$ cat config.mk
export PLATFORM = sky130hd
export DESIGN_NAME = decode_stage_flat
export DESIGN_NICKNAME = d
export VERILOG_FILES = /design/src/rtl/decode_stage_pkg.sv /design/src/rtl/decode_stage_if.sv /design/src/rtl/decode_stage_ctrl.sv /design/src/rtl/decode_stage.sv /design/src/flat_wrapper.sv
export SDC_FILE = /design/constraint.sdc
export NUM_CORES = 1
export LEC_CHECK = 0
export CORE_ASPECT_RATIO = 0.8
export CORE_MARGIN = 2
export CORE_UTILIZATION = 48
export CTS_BUF_LIST = sky130_fd_sc_hd__clkbuf_4 sky130_fd_sc_hd__clkbuf_8
export DETAILED_ROUTE_END_ITERATION = 6
export PLACE_DENSITY = 0.82
export SLEW_MARGIN = 40
export SYNTH_ARGS = -nofsm -noshare
export SYNTH_HDL_FRONTEND = slang
export SYNTH_HIERARCHICAL = 1
export SYNTH_SLANG_ARGS = --single-unit
$ cat constraint.sdc
create_clock -name clk -period 9.8 [get_ports clk]
set_input_delay 2.94 -clock clk [delete_from_list [all_inputs] [get_ports clk]]
set_output_delay 2.94 -clock clk [all_outputs]
set_load 0.02 [all_outputs]
$ cat src/rtl/decode_stage_pkg.sv
// mips_decode_pkg: opcodes, ALU op encoding and the decoded control bundle shared by the decode stage.
package mips_decode_pkg;

    localparam logic [5:0] OP_RTYPE = 6'h00, OP_ADDI = 6'h08, OP_ANDI = 6'h0C, OP_ORI = 6'h0D;
    localparam logic [5:0] OP_LUI = 6'h0F, OP_LW = 6'h23, OP_SW = 6'h2B, OP_BEQ = 6'h04;
    localparam logic [5:0] FN_ADD = 6'h20, FN_SUB = 6'h22, FN_AND = 6'h24, FN_OR = 6'h25, FN_SLT = 6'h2A;

    typedef enum logic [3:0] {
        ALU_ADD = 4'd0,
        ALU_SUB = 4'd1,
        ALU_AND = 4'd2,
        ALU_OR  = 4'd3,
        ALU_SLT = 4'd4,
        ALU_LUI = 4'd5
    } aluOpT;

    typedef struct packed {
        aluOpT      aluOp;
        logic [4:0] dest;
        logic       regWrite;
        logic       memRead;
        logic       memWrite;
        logic       branch;
        logic       aluSrcImm;
    } ctrlT;

    function automatic logic [31:0] signExt16(input logic [15:0] v);
        return {{16{v[15]}}, v};
    endfunction

endpackage

$ cat src/rtl/decode_stage_if.sv
// decode_stage_if: fetch-side, register-bank and ID/EX-side signals of the decode stage.
interface decode_stage_if;
    import mips_decode_pkg::*;
    logic        ifValid;
    logic [31:0] ifInstr;
    logic [31:0] ifPc;
    logic        ifReady;
    logic        flush;
    logic [4:0]  rAddr1;
    logic [4:0]  rAddr2;
    logic [31:0] regData1;
    logic [31:0] regData2;
    logic        exValid;
    logic        exReady;
    logic [31:0] exPc;
    logic [31:0] exRs1Data;
    logic [31:0] exRs2Data;
    logic [31:0] exImm;
    logic [4:0]  exDest;
    aluOpT       exAluOp;
    logic        exRegWrite;
    logic        exMemRead;
    logic        exMemWrite;
    logic        exBranch;
    logic        exAluSrcImm;
    logic        exIllegal;

    modport master (
        output ifValid, ifInstr, ifPc, flush, regData1, regData2, exReady,
        input  ifReady, rAddr1, rAddr2, exValid, exPc, exRs1Data, exRs2Data, exImm, exDest,
               exAluOp, exRegWrite, exMemRead, exMemWrite, exBranch, exAluSrcImm, exIllegal
    );
    modport slave (
        input  ifValid, ifInstr, ifPc, flush, regData1, regData2, exReady,
        output ifReady, rAddr1, rAddr2, exValid, exPc, exRs1Data, exRs2Data, exImm, exDest,
               exAluOp, exRegWrite, exMemRead, exMemWrite, exBranch, exAluSrcImm, exIllegal
    );
endinterface

$ cat src/rtl/decode_stage_ctrl.sv
// decode_ctrl: combinational MIPS decoder, instruction word to control bundle, immediate and source usage.
module decode_ctrl
    import mips_decode_pkg::*;
(
    input  logic [31:0] instr,
    output ctrlT        ctrl,
    output logic [31:0] imm,
    output logic [4:0]  rs,
    output logic [4:0]  rt,
    output logic        usesRs,
    output logic        usesRt,
    output logic        illegal
);
    logic [5:0] op, funct;

    assign op    = instr[31:26];
    assign funct = instr[5:0];
    assign rs    = instr[25:21];
    assign rt    = instr[20:16];

    always_comb begin
        ctrl    = '0;
        imm     = signExt16(instr[15:0]);
        usesRs  = 1'b1;
        usesRt  = 1'b0;
        illegal = 1'b0;
        case (op)
            OP_RTYPE: begin
                usesRt        = 1'b1;
                ctrl.regWrite = 1'b1;
                ctrl.dest     = instr[15:11];
                ctrl.aluOp    = funct == FN_SUB ? ALU_SUB :
                                funct == FN_AND ? ALU_AND :
                                funct == FN_OR  ? ALU_OR  :
                                funct == FN_SLT ? ALU_SLT : ALU_ADD;
                illegal       = !(funct inside {FN_ADD, FN_SUB, FN_AND, FN_OR, FN_SLT});
            end
            OP_ADDI, OP_ANDI, OP_ORI, OP_LUI, OP_LW: begin
                ctrl.regWrite  = 1'b1;
                ctrl.aluSrcImm = 1'b1;
                ctrl.dest      = rt;
                ctrl.memRead   = op == OP_LW;
                ctrl.aluOp     = op == OP_ANDI ? ALU_AND :
                                 op == OP_ORI  ? ALU_OR  :
                                 op == OP_LUI  ? ALU_LUI : ALU_ADD;
                imm            = op == OP_LUI ? {instr[15:0], 16'h0} :
                                 op inside {OP_ANDI, OP_ORI} ? {16'h0, instr[15:0]} : imm;
                usesRs         = op != OP_LUI;
            end
            OP_SW: begin
                usesRt         = 1'b1;
                ctrl.memWrite  = 1'b1;
                ctrl.aluSrcImm = 1'b1;
            end
            OP_BEQ: begin
                usesRt      = 1'b1;
                ctrl.branch = 1'b1;
                ctrl.aluOp  = ALU_SUB;
            end
            default: illegal = 1'b1;
        endcase
        // Illegal words decode as a NOP: no writes, no memory, no sources
        if (illegal) begin
            ctrl   = '0;
            usesRs = 1'b0;
            usesRt = 1'b0;
        end
    end
endmodule

$ cat src/rtl/decode_stage.sv
// decode_stage: MIPS ID stage with ID latch, load-use stall, flush and ID/EX register (optional DECODE_ILLEGAL_TRAP_EN).
module decode_stage
    import mips_decode_pkg::*;
(
    input logic           clk,
    input logic           rst,
    decode_stage_if.slave bus
);
`ifdef DECODE_ILLEGAL_TRAP_EN
    localparam logic TRAP = 1'b1;
`else
    localparam logic TRAP = 1'b0;
`endif

    logic        idFull, exValid, exIllegal;
    logic [31:0] idInstr, idPc, imm, exPc, exRs1, exRs2, exImm;
    logic [4:0]  rs, rt;
    logic        usesRs, usesRt, illegal, hazard, idAdvance, take;
    ctrlT        ctrl, exCtrl;

    decode_ctrl u_ctrl (
        .instr  (idInstr),
        .ctrl   (ctrl),
        .imm    (imm),
        .rs     (rs),
        .rt     (rt),
        .usesRs (usesRs),
        .usesRt (usesRt),
        .illegal(illegal)
    );

    assign hazard = idFull & exValid & exCtrl.memRead & (exCtrl.dest != 5'd0) &
                    ((usesRs & (exCtrl.dest == rs)) | (usesRt & (exCtrl.dest == rt)));
    assign idAdvance   = idFull & !hazard & (!exValid | bus.exReady) & !bus.flush;
    assign bus.ifReady = !bus.flush & (!idFull | idAdvance);
    assign take        = bus.ifValid & bus.ifReady;

    always_ff @(posedge clk or posedge rst) begin
        if (rst) begin
            idFull  <= 1'b0;
            idInstr <= '0;
            idPc    <= '0;
        end else if (bus.flush) begin
            idFull <= 1'b0;
        end else if (take) begin
            idFull  <= 1'b1;
            idInstr <= bus.ifInstr;
            idPc    <= bus.ifPc;
        end else if (idAdvance) begin
            idFull <= 1'b0;
        end
    end

    always_ff @(posedge clk or posedge rst) begin
        if (rst) begin
            exValid   <= 1'b0;
            exCtrl    <= '0;
            exPc      <= '0;
            exRs1     <= '0;
            exRs2     <= '0;
            exImm     <= '0;
            exIllegal <= 1'b0;
        end else if (bus.flush) begin
            exValid <= 1'b0;
        end else if (idAdvance) begin
            exValid   <= 1'b1;
            exCtrl    <= ctrl;
            exPc      <= idPc;
            exRs1     <= bus.regData1;
            exRs2     <= bus.regData2;
            exImm     <= imm;
            exIllegal <= TRAP & illegal;
        end else if (bus.exReady) begin
            exValid <= 1'b0;
        end
    end

    assign bus.rAddr1      = rs;
    assign bus.rAddr2      = rt;
    assign bus.exValid     = exValid;
    assign bus.exPc        = exPc;
    assign bus.exRs1Data   = exRs1;
    assign bus.exRs2Data   = exRs2;
    assign bus.exImm       = exImm;
    assign bus.exDest      = exCtrl.dest;
    assign bus.exAluOp     = exCtrl.aluOp;
    assign bus.exRegWrite  = exCtrl.regWrite;
    assign bus.exMemRead   = exCtrl.memRead;
    assign bus.exMemWrite  = exCtrl.memWrite;
    assign bus.exBranch    = exCtrl.branch;
    assign bus.exAluSrcImm = exCtrl.aluSrcImm;
    assign bus.exIllegal   = exIllegal;
endmodule

$ cat src/flat_wrapper.sv
// flat-port wrapper written by rule: the top's interface ports become plain ports
module decode_stage_flat import mips_decode_pkg::*;
  (clk, rst, bus_ifValid, bus_ifInstr, bus_ifPc, bus_flush, bus_regData1, bus_regData2, bus_exReady, bus_ifReady, bus_rAddr1, bus_rAddr2, bus_exValid, bus_exPc, bus_exRs1Data, bus_exRs2Data, bus_exImm, bus_exDest, bus_exAluOp, bus_exRegWrite, bus_exMemRead, bus_exMemWrite, bus_exBranch, bus_exAluSrcImm, bus_exIllegal);
  decode_stage_if bus_i ();
  input logic clk;
  input logic rst;
  input wire logic [$bits(bus_i.ifValid)-1:0] bus_ifValid;
  input wire logic [$bits(bus_i.ifInstr)-1:0] bus_ifInstr;
  input wire logic [$bits(bus_i.ifPc)-1:0] bus_ifPc;
  input wire logic [$bits(bus_i.flush)-1:0] bus_flush;
  input wire logic [$bits(bus_i.regData1)-1:0] bus_regData1;
  input wire logic [$bits(bus_i.regData2)-1:0] bus_regData2;
  input wire logic [$bits(bus_i.exReady)-1:0] bus_exReady;
  output wire logic [$bits(bus_i.ifReady)-1:0] bus_ifReady;
  output wire logic [$bits(bus_i.rAddr1)-1:0] bus_rAddr1;
  output wire logic [$bits(bus_i.rAddr2)-1:0] bus_rAddr2;
  output wire logic [$bits(bus_i.exValid)-1:0] bus_exValid;
  output wire logic [$bits(bus_i.exPc)-1:0] bus_exPc;
  output wire logic [$bits(bus_i.exRs1Data)-1:0] bus_exRs1Data;
  output wire logic [$bits(bus_i.exRs2Data)-1:0] bus_exRs2Data;
  output wire logic [$bits(bus_i.exImm)-1:0] bus_exImm;
  output wire logic [$bits(bus_i.exDest)-1:0] bus_exDest;
  output wire logic [$bits(bus_i.exAluOp)-1:0] bus_exAluOp;
  output wire logic [$bits(bus_i.exRegWrite)-1:0] bus_exRegWrite;
  output wire logic [$bits(bus_i.exMemRead)-1:0] bus_exMemRead;
  output wire logic [$bits(bus_i.exMemWrite)-1:0] bus_exMemWrite;
  output wire logic [$bits(bus_i.exBranch)-1:0] bus_exBranch;
  output wire logic [$bits(bus_i.exAluSrcImm)-1:0] bus_exAluSrcImm;
  output wire logic [$bits(bus_i.exIllegal)-1:0] bus_exIllegal;
  assign bus_i.ifValid = bus_ifValid;
  assign bus_i.ifInstr = bus_ifInstr;
  assign bus_i.ifPc = bus_ifPc;
  assign bus_i.flush = bus_flush;
  assign bus_i.regData1 = bus_regData1;
  assign bus_i.regData2 = bus_regData2;
  assign bus_i.exReady = bus_exReady;
  assign bus_ifReady = bus_i.ifReady;
  assign bus_rAddr1 = bus_i.rAddr1;
  assign bus_rAddr2 = bus_i.rAddr2;
  assign bus_exValid = bus_i.exValid;
  assign bus_exPc = bus_i.exPc;
  assign bus_exRs1Data = bus_i.exRs1Data;
  assign bus_exRs2Data = bus_i.exRs2Data;
  assign bus_exImm = bus_i.exImm;
  assign bus_exDest = bus_i.exDest;
  assign bus_exAluOp = bus_i.exAluOp;
  assign bus_exRegWrite = bus_i.exRegWrite;
  assign bus_exMemRead = bus_i.exMemRead;
  assign bus_exMemWrite = bus_i.exMemWrite;
  assign bus_exBranch = bus_i.exBranch;
  assign bus_exAluSrcImm = bus_i.exAluSrcImm;
  assign bus_exIllegal = bus_i.exIllegal;
  decode_stage u_core (.clk(clk), .rst(rst), .bus(bus_i));
endmodule
* Word-level counts from Yosys, hierarchy flattened
Cells that the tools add are included.
** Storage, ports and cells
- Register bits :: 208
- Input port bits :: 133
- Logic and storage cells :: 90
- Output and inout port bits :: 155
** Operators by class
- Eq/ne operators :: 15
- Mux-type cells :: 28
- Bitwise gates (word level) :: 15
- Reduce and logical (&&, ||, !) cells :: 17
** Operator list (count)
- two-way mux 32 bit :: 3
- == test 6 bit, second input constant :: 7
- == test 6 x 4 -> 1 bit, second input constant :: 4
- two-way mux 3 bit :: 7
- two-way mux 1 bit :: 14
- two-way mux 14 bit :: 1
- one-hot mux 6 bit (2 select lines) :: 1
- bitwise AND 1 bit :: 11
- == test 5 bit :: 2
- nonzero test 5 bit :: 2
- one-hot mux 3 bit (3 select lines) :: 1
- OR reduction 7 bit :: 1
- == test 6 x 3 -> 1 bit, second input constant :: 1
- zero test 6 bit :: 1
- inequality test 6 x 4 -> 1 bit, second input constant :: 1
- nonzero test 3 bit :: 2
- OR reduction 6 bit :: 1
- zero test 1 bit :: 5
- OR reduction 5 bit :: 1
- AND reduction 2 bit :: 2
- bitwise OR 1 bit :: 3
- OR reduction 3 bit :: 1
- one-hot mux 1 bit (2 select lines) :: 1
- nonzero test 2 bit :: 1
- NOT 1 bit :: 1

* Longest topological paths before layout
- Depth in word-level cells :: 17
- Depth in mapped cells :: 11
- Mapped depth without buffers :: 8

* Modules after synthesis
The synthesis kept the hierarchy.
** Modules (own cells, without submodules)
- decode_stage :: sequential area each 5205.0 um^2, cells an instance 475, times used 1, area each 7960.1 um^2
- decode_ctrl :: sequential area each 0.0 um^2, cells an instance 108, times used 1, area each 787.0 um^2

* Least setup slack after synthesis
OpenSTA, ideal clock, no wires.
- Kind :: input to output
- Start :: input port bus_exReady
- End :: output port bus_ifReady
- Setup slack :: 3.377 ns
- Data arrival time :: 3.483 ns
- Stages on the path :: 3
- Path buffers :: 0
- Data required time :: 6.860 ns
- Cells stage by stage :: nand2b_1 > o21ai_0 > a21oi_1
** On the way
- Longest elaborated chain between the ends :: 5
** Ends and longest elaborated chain
- start: declaration :: RTL line flat_wrapper.sv:13 : input wire logic [$bits(bus_i.exReady)-1:0] bus_exReady;
- bitwise OR 1 bit :: RTL line decode_stage.sv:34 : assign idAdvance = idFull & !hazard & (!exValid | bus.exReady) & !bus.flush;
- bitwise AND 1 bit (2 in a row) :: RTL line decode_stage.sv:34
- bitwise OR 1 bit :: RTL line decode_stage.sv:35 : assign bus.ifReady = !bus.flush & (!idFull | idAdvance);
- bitwise AND 1 bit :: RTL line decode_stage.sv:35
- end: declaration :: RTL line flat_wrapper.sv:14 : output wire logic [$bits(bus_i.ifReady)-1:0] bus_ifReady;
Every way passes these cells.

* Worst setup path after layout
Ends and elaborated chain as after synthesis.

==> results.md <==
- Status: complete, no violations
- Avg Cell Area, Syn: 15.02 µm²
- Placed cell area: 11610 µm²
- Die area: 19320 µm²
- Number of global-route vias before repair: 6199
- Final setup viols: 0
- CP endpoint kind: output pin
- Hold Path Origin: u_core/bus.exRs1Data[1]
- Setup TNS: 0 ns
- PortBufs: between 200 and 300
- Highest clock rate: 0.1354 GHz
- DP Cell Count: 1061
- Peak supply drop: 0.1450 mV
- Max_cap viols: 0
- Worst Setup Start Kind: input pin
- Clock latency on the worst-skew pair: 0.51 ns
- CP arrival: 4.44 ns
- Routed Antenna Nets: 0
- Detailed Route WL: 20.77 mm
- RSZ-0062 raised after global routing: no
- DRC viols: 0
- Max clock buf depth: 3
- CTS root buf: clkbuf_8
- DR pass1 iterations: 4
- Slowest stage delay, CP: 0.62 ns
- Die height: 124.7 µm
- Final Skew: 0.01400 ns
- Mapped Nets: 715
- Layout cells sized above 1: 22.89%
- Crit path top cell by count: clkdlybuf4s50_1
- Worst-path fanout max: 2
- CTS Hold Buffers Added: 0
- Routed wire per std cell: 18.60 µm
- Post-CTS Setup Inserts: 0
- CP top delay family: buffers and inverters
- TritonCTS clock tree: built
- HP Class: reg -> reg
- CTS buffer count: 34
- Most frequent cells in the layout: clkdlybuf4s50_1 (286), dfrtp_1 (208), mux2_2 (126)
- Finished Layout Cells: approximately 1.1k
- Crit Path Class: in -> out
- Vias/cell: 5.193
- GRT Overall Usage: a little over a fifth
- Depth of the CTS H-tree: 2
- Filler cells: 1267
- CP Launch Point: bus_exReady
- Starting DRT DRC Count: 303
- Yosys warns: 6
- Cell area after synthesis: slightly below 9000 µm²
- Crit-path cells: clkdlybuf4s50_1 -> nand2b_1 -> o21ai_0 -> a21oi_1 -> clkdlybuf4s50_1
- Commonest non-fill, non-tap cell in the layout: clkdlybuf4s50_1
- Final hold vios: 0
- Clk sink count: 208
- Largest net degree at the start of global routing: 155
- Post-DP HPWL: roughly 14 mm
- Leakage: 0.005230 µW
- Antenna violations before repair: 1
- Area Overhead vs Synth: 40.87%
- Worst slew margin: 49.20%
- Nets@finish: 1000
- Global-route wire length before repair: 33.15 mm
- Fin crit share: 75.34%
- Least-Margin Pin Slew: 0.7620 ns
- Max Slew Vio Count: 0
- Final Instance Area: 12320 µm²
- Clock Pin Slew Worst Setup and Hold Paths: 0.05 ns
- Core Area: between 15000 and 20000 µm²
- I/O pin count: 288
- Die width: 154.9 µm
- Worst Path Buf+Inv: 2
- RD Place Congestion: around 0.87
- Power density over the cells: 237.2 nW/µm²
- Worst hold margin: 0.4817 ns
- Initial Util: 48.57%
- Synthesized instance count: 582
- Vias post-DR: 5801
- Final min period: 7.383 ns
- R2r startpoint: u_core/idInstr[30]
- Total gr overflow: 0
- Cell Rows: 44
- Data required, critical path: 6.86 ns
- Post_cts resized: 0
- # diodes: 0
- Slowest cell on the critical path: clkdlybuf4s50_1
## report_power, final
part           switching (µW)  internal (µW)
clock network             332            446
logic                     437            508
registers                 132           1070
## final timing paths
check	end	slack (ns)	cells past startpoint
setup reg to reg	u_core/bus.exRs2Data[16]	6.13	10
max in group asynchronous	u_core/bus.exImm[28]	5.55	3
hold reg to reg	u_core/bus.exRs1Data[1]	0.48	1
setup / recovery	bus_ifReady	2.42	5
hold / removal	u_core/bus.exRs1Data[1]	0.48	1
min in group asynchronous	u_core/bus.exRs2Data[6]	3.03	2
## state kept, by name, indices dropped and copies added (netlist names)
signal,cells
u_core/bus.exAluOp,4
u_core/bus.exMemWrite,1
u_core/bus.exRegWrite,1
u_core/bus.exRs1Data,32
u_core/bus.exPc,32
u_core/idPc,32
u_core/bus.exBranch,1
u_core/bus.exImm,32
u_core/idInstr,32
u_core/bus.exDest,5
u_core/idFull,1
u_core/bus.exRs2Data,32
u_core/bus.exAluSrcImm,1
u_core/bus.exMemRead,1
u_core/bus.exValid,1
## per-stage QoR
| stage | setup WS [ns] | utilization (%) | power (µW) |
|---|---|---|---|
| floorplan | 1.179 | - | 1675 |
| global placement | 2.473 | 64.45 | 2127 |
| detailed placement | 2.442 | 64.50 | 2164 |
| CTS | 2.442 | 68.38 | 2954 |
| global route | 2.320 | 68.42 | 3067 |
| finish | 2.417 | 68.42 | 2921 |
## routing by layer
metal  share of wire, %  vias to the layer above  track usage (%)
li1                   -                     2623                -
met1                 42                     2914            27.44
met2                 48                      227            34.72
met3                8.5                       35            8.281
met4                1.7                        2            5.773
met5              0.048                        -                0
## final cells by class
| cell class | count | area (µm²) | share of cell area, % |
|---|---|---|---|
| clock buffer | 46 | 595.6 | 4.835 |
| clock inverter | 10 | 102.6 | 0.8330 |
| inverter | 3 | 27.53 | 0.2235 |
| multi-input combinational | 329 | 3191 | 25.90 |
| sequential | 208 | 5205 | 42.26 |
| tap | 230 | 287.8 | 2.336 |
| timing repair buffer | 291 | 2908 | 23.61 |
Note: power is estimated with default switching activity, not from simulation.
